[src/rtl/sequenciador_exibicao_pkg.sv]
// Shared definitions for the sequence playback controller: state codes shown on the
// debug display and the default timing parameters.
package sequenciador_exibicao_pkg;

    localparam int T_ACESO_PADRAO   = 500;
    localparam int T_APAGADO_PADRAO = 250;
    localparam int W_TEMPO_PADRAO   = 10;

    typedef enum logic [2:0] {
        OCIOSO  = 3'd0,
        CARREGA = 3'd1,
        ACESO   = 3'd2,
        APAGADO = 3'd3,
        FIM     = 3'd4
    } estado_t;

    // 4-bit code driven onto the 7-segment debug display.
    function automatic logic [3:0] codigo_estado(input estado_t estado);
        return {1'b0, estado};
    endfunction

endpackage

[src/rtl/sequenciador_exibicao_contador_tempo.sv]
// Phase timer: up-counter with synchronous clear and enable; fim flags the last
// cycle of a phase that lasts 'limite' cycles.
module sequenciador_exibicao_contador_tempo
    import sequenciador_exibicao_pkg::*;
#(
    parameter int W_TEMPO = W_TEMPO_PADRAO
) (
    input  logic               clock,
    input  logic               reset,
    input  logic               limpa,
    input  logic               conta,
    input  logic [W_TEMPO-1:0] limite,
    output logic               fim
);

    logic [W_TEMPO-1:0] contagem_q;
    logic [W_TEMPO-1:0] contagem_d;

    always_comb begin
        contagem_d = contagem_q;
        if (limpa) begin
            contagem_d = '0;
        end else if (conta) begin
            contagem_d = contagem_q + W_TEMPO'(1);
        end
    end

    // NOTE: state registers use non-blocking assignments so every flop samples
    // the pre-edge value regardless of process evaluation order.
    always_ff @(posedge clock or negedge reset) begin
        if (!reset) begin
            contagem_q <= '0;
        end else begin
            contagem_q <= contagem_d;
        end
    end

    assign fim = (contagem_q == (limite - W_TEMPO'(1)));

endmodule

[src/rtl/sequenciador_exibicao.sv]
// Plays the current round's sequence on the leds: walks the ROM from address 0 to the
// latched limit, lighting each entry and then leaving a dark gap, then pulses fim_exibicao.
module sequenciador_exibicao
    import sequenciador_exibicao_pkg::*;
#(
    parameter int T_ACESO   = T_ACESO_PADRAO,
    parameter int T_APAGADO = T_APAGADO_PADRAO,
    parameter int W_TEMPO   = W_TEMPO_PADRAO
) (
    input  logic       clock,
    input  logic       reset,
    input  logic       iniciar,
    input  logic       cancelar,
    input  logic       modo_rapido,
    input  logic [3:0] limite,
    input  logic [3:0] mem_dado,
    output logic [3:0] mem_endereco,
    output logic [3:0] leds,
    output logic       exibindo,
    output logic       fim_exibicao,
    output logic [3:0] db_estado
);

    localparam logic [W_TEMPO-1:0] TA_NORMAL = W_TEMPO'(T_ACESO);
    localparam logic [W_TEMPO-1:0] TA_RAPIDO = W_TEMPO'(T_ACESO >> 1);
    localparam logic [W_TEMPO-1:0] TP_NORMAL = W_TEMPO'(T_APAGADO);
    localparam logic [W_TEMPO-1:0] TP_RAPIDO = W_TEMPO'(T_APAGADO >> 1);

    estado_t    estado_q,   estado_d;
    logic [3:0] endereco_q, endereco_d;
    logic [3:0] leds_q,     leds_d;
    logic [3:0] limite_q,   limite_d;
    logic       rapido_q,   rapido_d;

    logic               limpa_tempo;
    logic               conta_tempo;
    logic               fim_tempo;
    logic [W_TEMPO-1:0] limite_tempo;

    always_comb begin
        if (estado_q == ACESO) begin
            limite_tempo = rapido_q ? TA_RAPIDO : TA_NORMAL;
        end else begin
            limite_tempo = rapido_q ? TP_RAPIDO : TP_NORMAL;
        end
    end

    // NOTE: every signal written here gets a default first; a path that leaves
    // one unassigned would infer a latch.
    always_comb begin
        estado_d   = estado_q;
        endereco_d = endereco_q;
        leds_d     = leds_q;
        limite_d   = limite_q;
        rapido_d   = rapido_q;

        unique case (estado_q)
            OCIOSO: begin
                if (iniciar) begin
                    limite_d   = limite;
                    rapido_d   = modo_rapido;
                    endereco_d = '0;
                    estado_d   = CARREGA;
                end
            end
            CARREGA: begin
                leds_d   = mem_dado;
                estado_d = ACESO;
            end
            ACESO: begin
                if (fim_tempo) begin
                    leds_d   = '0;
                    estado_d = APAGADO;
                end
            end
            APAGADO: begin
                if (fim_tempo) begin
                    if (endereco_q == limite_q) begin
                        estado_d = FIM;
                    end else begin
                        endereco_d = endereco_q + 4'd1;
                        estado_d   = CARREGA;
                    end
                end
            end
            FIM: begin
                estado_d = OCIOSO;
            end
            default: begin
                leds_d   = '0;
                estado_d = OCIOSO;
            end
        endcase

        // Abort overrides whatever the state decided, including a start in OCIOSO.
        if (cancelar) begin
            estado_d   = OCIOSO;
            leds_d     = '0;
            endereco_d = endereco_q;
            limite_d   = limite_q;
            rapido_d   = rapido_q;
        end
    end

    assign limpa_tempo = (estado_d != estado_q);
    assign conta_tempo = (estado_q == ACESO) || (estado_q == APAGADO);

    sequenciador_exibicao_contador_tempo #(
        .W_TEMPO (W_TEMPO)
    ) u_contador_tempo (
        .clock  (clock),
        .reset  (reset),
        .limpa  (limpa_tempo),
        .conta  (conta_tempo),
        .limite (limite_tempo),
        .fim    (fim_tempo)
    );

    always_ff @(posedge clock or negedge reset) begin
        if (!reset) begin
            estado_q   <= OCIOSO;
            endereco_q <= '0;
            leds_q     <= '0;
            limite_q   <= '0;
            rapido_q   <= 1'b0;
        end else begin
            estado_q   <= estado_d;
            endereco_q <= endereco_d;
            leds_q     <= leds_d;
            limite_q   <= limite_d;
            rapido_q   <= rapido_d;
        end
    end

    assign mem_endereco = endereco_q;
    assign leds         = leds_q;
    assign exibindo     = (estado_q != OCIOSO);
    assign fim_exibicao = (estado_q == FIM);
    assign db_estado    = codigo_estado(estado_q);

endmodule
[config.mk]
export PLATFORM = sky130hd
export DESIGN_NAME = sequenciador_exibicao
export DESIGN_NICKNAME = d
export VERILOG_FILES = /design/src/rtl/sequenciador_exibicao_pkg.sv /design/src/rtl/sequenciador_exibicao_contador_tempo.sv /design/src/rtl/sequenciador_exibicao.sv
export SDC_FILE = /design/constraint.sdc
export NUM_CORES = 1
export LEC_CHECK = 0
export CELL_PAD_IN_SITES_DETAIL_PLACEMENT = 2
export CELL_PAD_IN_SITES_GLOBAL_PLACEMENT = 2
export CORE_ASPECT_RATIO = 0.9
export CORE_UTILIZATION = 37
export DETAILED_ROUTE_END_ITERATION = 12
export DONT_BUFFER_PORTS = 1
export PLACE_DENSITY = 0.78
export RECOVER_POWER = 100
export SYNTH_ARGS = -nofsm -noshare
export SYNTH_HDL_FRONTEND = slang
export SYNTH_SLANG_ARGS = --single-unit
[constraint.sdc]
create_clock -name clock -period 2.7 [get_ports clock]
set_input_delay 0.54 -clock clock [delete_from_list [all_inputs] [get_ports clock]]
set_output_delay 0.54 -clock clock [all_outputs]
set_load 0.05 [all_outputs]
==> metrics.csv <==
stage,metric,value,unit
critical_path,Required @ worst endpoint,2.16,ns
cts,clock latency on the worst-skew pair,0.27,ns
yosys,sequential-to-total area share from yosys stat,46.1,%
routing,Post-route DRC,0,
yosys,Synth Area in Compound Gates,9.41,%
timing,Final Cycle Share,93.2,%
outcome,status,"complete, no violations",
yosys,largest family of logic cells by synthesized area,simple AND/OR/NAND/NOR gates,
yosys,Mean Syn Cell Area,9.04,sq um
global_route,number of global-route vias before repair,1255,
timing,Peak Freq,397,MHz
critical_path,"Buf+Inv Stages, Crit Path",1,
placement,dpl hpwl,2.64,mm
yosys,Synth top area share,46.1,%
worst_hold_path,type of the tightest min-delay check,in2reg,
global_route,largest net degree at the start of global routing,27,
timing,max_slew headroom,3.68,%
floorplan,Die H,60.6,microns
final_layout,Layout Utilization,43.1,%
cts,Max Buffers Root-to-Sink,2,
routing,DR vias/cell,5.50,
routing,vias,1123,
final_layout,n_diodes,0,
critical_path,"Max FO, Critical Path",7,
run,max-capacitance violation count,0,
cts,clk sinks,26,
critical_path,critical path's largest stage delay,0.68,ns
routing,Pre-antenna DRT Iters,4,
timing,Final Hold Vio Count,0,
placement,Cells after DPL,200,
final_layout,P&R area growth vs syn,7.10,%
yosys,most common cell in the synthesized netlist,nand2_1,
placement,final estimated routing congestion in global placement,0.767,
cts,CTS tree,built,
yosys,Post-Synth Simple-Gate Area,28.0,%
timing,min Tclk post-route,2.52,ns
yosys,post-synthesis adder-cell area fraction,1.77,%
yosys,leading area contributor after synthesis,dfrtp_1,
floorplan,Core Rows,20,
timing,RSZ-0062 raised after global routing,no,
yosys,#FFs+latches synth,26,
floorplan,core area,3500,sq um
cts,Worst-path clk slew,0.09,ns
critical_path,CP Class,reg2out,
critical_path,critical path's slowest cell,and2_0,
yosys,synth unique cells,39,
timing,Final WS setup,0.183,ns
yosys,most instantiated cells after synthesis,"32 x nand2_1, 26 x dfrtp_1, 16 x nor2_1, 7 x xnor2_1",
placement,placed instance area,1480,sq um
final_layout,Non-Filler Instances,204,
yosys,Synth warnings,0,
final_layout,share of cells above drive strength 1,4.38,%
timing,TNS Setup,0,ns
routing,Post-DRT Antenna Nets,0,
floorplan,Die Area,4060,sq um
power,LEAKAGE,0.626,nW
yosys,synth top area cells,"dfrtp_1 46%, nand2_1 8.5%, xnor2_1 4.3%, nor2_1 4.3%, xor2_1 3.7%",
routing,final WL,3.44,mm
timing,final setup vio count,0,
floorplan,IO Pins,27,
placement,setup slack after placement,0.405,ns
floorplan,Chip Width,67.1,microns
placement,PortBufs,0,
yosys,Mapped Cells,156,
yosys,Post-Synthesis Cell Area,1410,sq um
final_layout,NumNets Final,177,
routing,number of DRC markers in iteration 0,30,
routing,WL per Instance,16.9,microns
global_route,first-pass GRT wire length,5.81,mm
timing,skew final,0.0123,ns
power,Overall Power,837,uW
timing,worst slew pin tran,1.44,ns
critical_path,CP arrival,1.98,ns
cts,CTS root buf,clkbuf_8,
yosys,mux cell area share after synthesis,2.84,%
critical_path,CP top delay family,simple AND/OR/NAND/NOR gates,
cts,H-tree depth,1,
critical_path,"Cell Chain, Critical Path","clkbuf_1, and2_0",
critical_path,nature of the critical path startpoint,flip-flop,
timing,Hold Worst Slack,0.332,ns
yosys,ys async rst share,100,%
power,Peak VDD IR,0.000434,V
timing,max-slew violation count,0,
yosys,Synth Net Count,171,
floorplan,initial core utilization,40.2,%
yosys,number of synthesized flops with an enable pin,0,
global_route,Overall Global Routing Usage,19.5,%
yosys,Synth Flop Type,dfrtp_1,
critical_path,Crit. End Element,output pin,
global_route,initial antenna violation count,0,
final_layout,fin area,1510,sq um
cts,Num CTS Buffers,3,
global_route,gr ovfl total,0,
yosys,xor and xnor area share after synthesis,8.07,%
power,power per cell area,554,nW/um^2
## state kept, by name, indices dropped and copies added (netlist names)
name / flops
u_contador_tempo.contagem_q: 10
leds: 4
limite_q: 4
mem_endereco: 4
estado_q: 3
rapido_q: 1
## worst paths after layout
| kind | startpoint | to | slack (ns) | depth (start not counted) |
|---|---|---|---|---|
| setup / recovery | estado_q[2] | fim_exibicao | 0.18 | 2 |
| hold / removal | cancelar | estado_q[1] | 0.33 | 1 |
| setup reg to reg | estado_q[2] | mem_endereco[2] | 0.29 | 5 |
| hold reg to reg | limite_q[2] | limite_q[2] | 0.51 | 2 |
| max in group asynchronous | reset | u_contador_tempo.contagem_q[3] | 1.25 | 1 |
| min in group asynchronous | reset | estado_q[2] | 0.60 | 1 |
## cell families (layout without fill, tap and decap cells)
| kind of cell | after synthesis | in the layout |
|---|---|---|
| xor gates and xnor gates | 13 | 13 |
| muxes | 4 | 4 |
| DFF | 26 | 26 |
| and+or+nand+nor | 80 | 80 |
| adders and majority gates | 2 | 2 |
| other | 1 | 1 |
| AOI/OAI and AO/OA | 20 | 20 |
| buffers and inverters | 10 | 14 |
## cells in the final DEF (no fill, tap or decap), drive strengths merged, types with 3 or more instances in the layout
cell,synthesis,final
xnor2,7,7
nand2,32,32
nand4,5,5
o31ai,3,3
nand3,3,3
o21ai,6,6
buf,2,3
clkbuf,4,7
mux2i,4,4
dfrtp,26,26
a21oi,4,4
nor2,16,16
xor2,6,6
inv,4,4
nor3,5,5
or4,3,3
## final cells by class
class | instances | area (sq um)
fill | 412 | 1990
multi-input combinational | 120 | 711
sequential | 26 | 651
tap | 44 | 55.1
clock buffer | 3 | 41.3
timing repair buffer | 7 | 37.5
inverter | 4 | 15.0
## metal layers
layer	track usage (%)	routed length (microns)	part of all wire (%)
met2	33.7	1660	48
met5	0	0	0
met4	3.65	14	0.41
met3	4.14	150	4.4
met1	25.5	1620	47
## power breakdown
group	internal (mW)	switching (mW)
Combinational	0.0457	0.103
Clock	0.0998	0.115
Sequential	0.420	0.0544
Total	0.565	0.272
## timing repair
item | 4_1_cts | 5_1_grt
hold buffers | 1 | 0
gates resized for setup | 0 | 0
hold endpoints to repair | 26 | 0
buffers inserted | 0 | 0
Power figures use the tool's default switching activity.
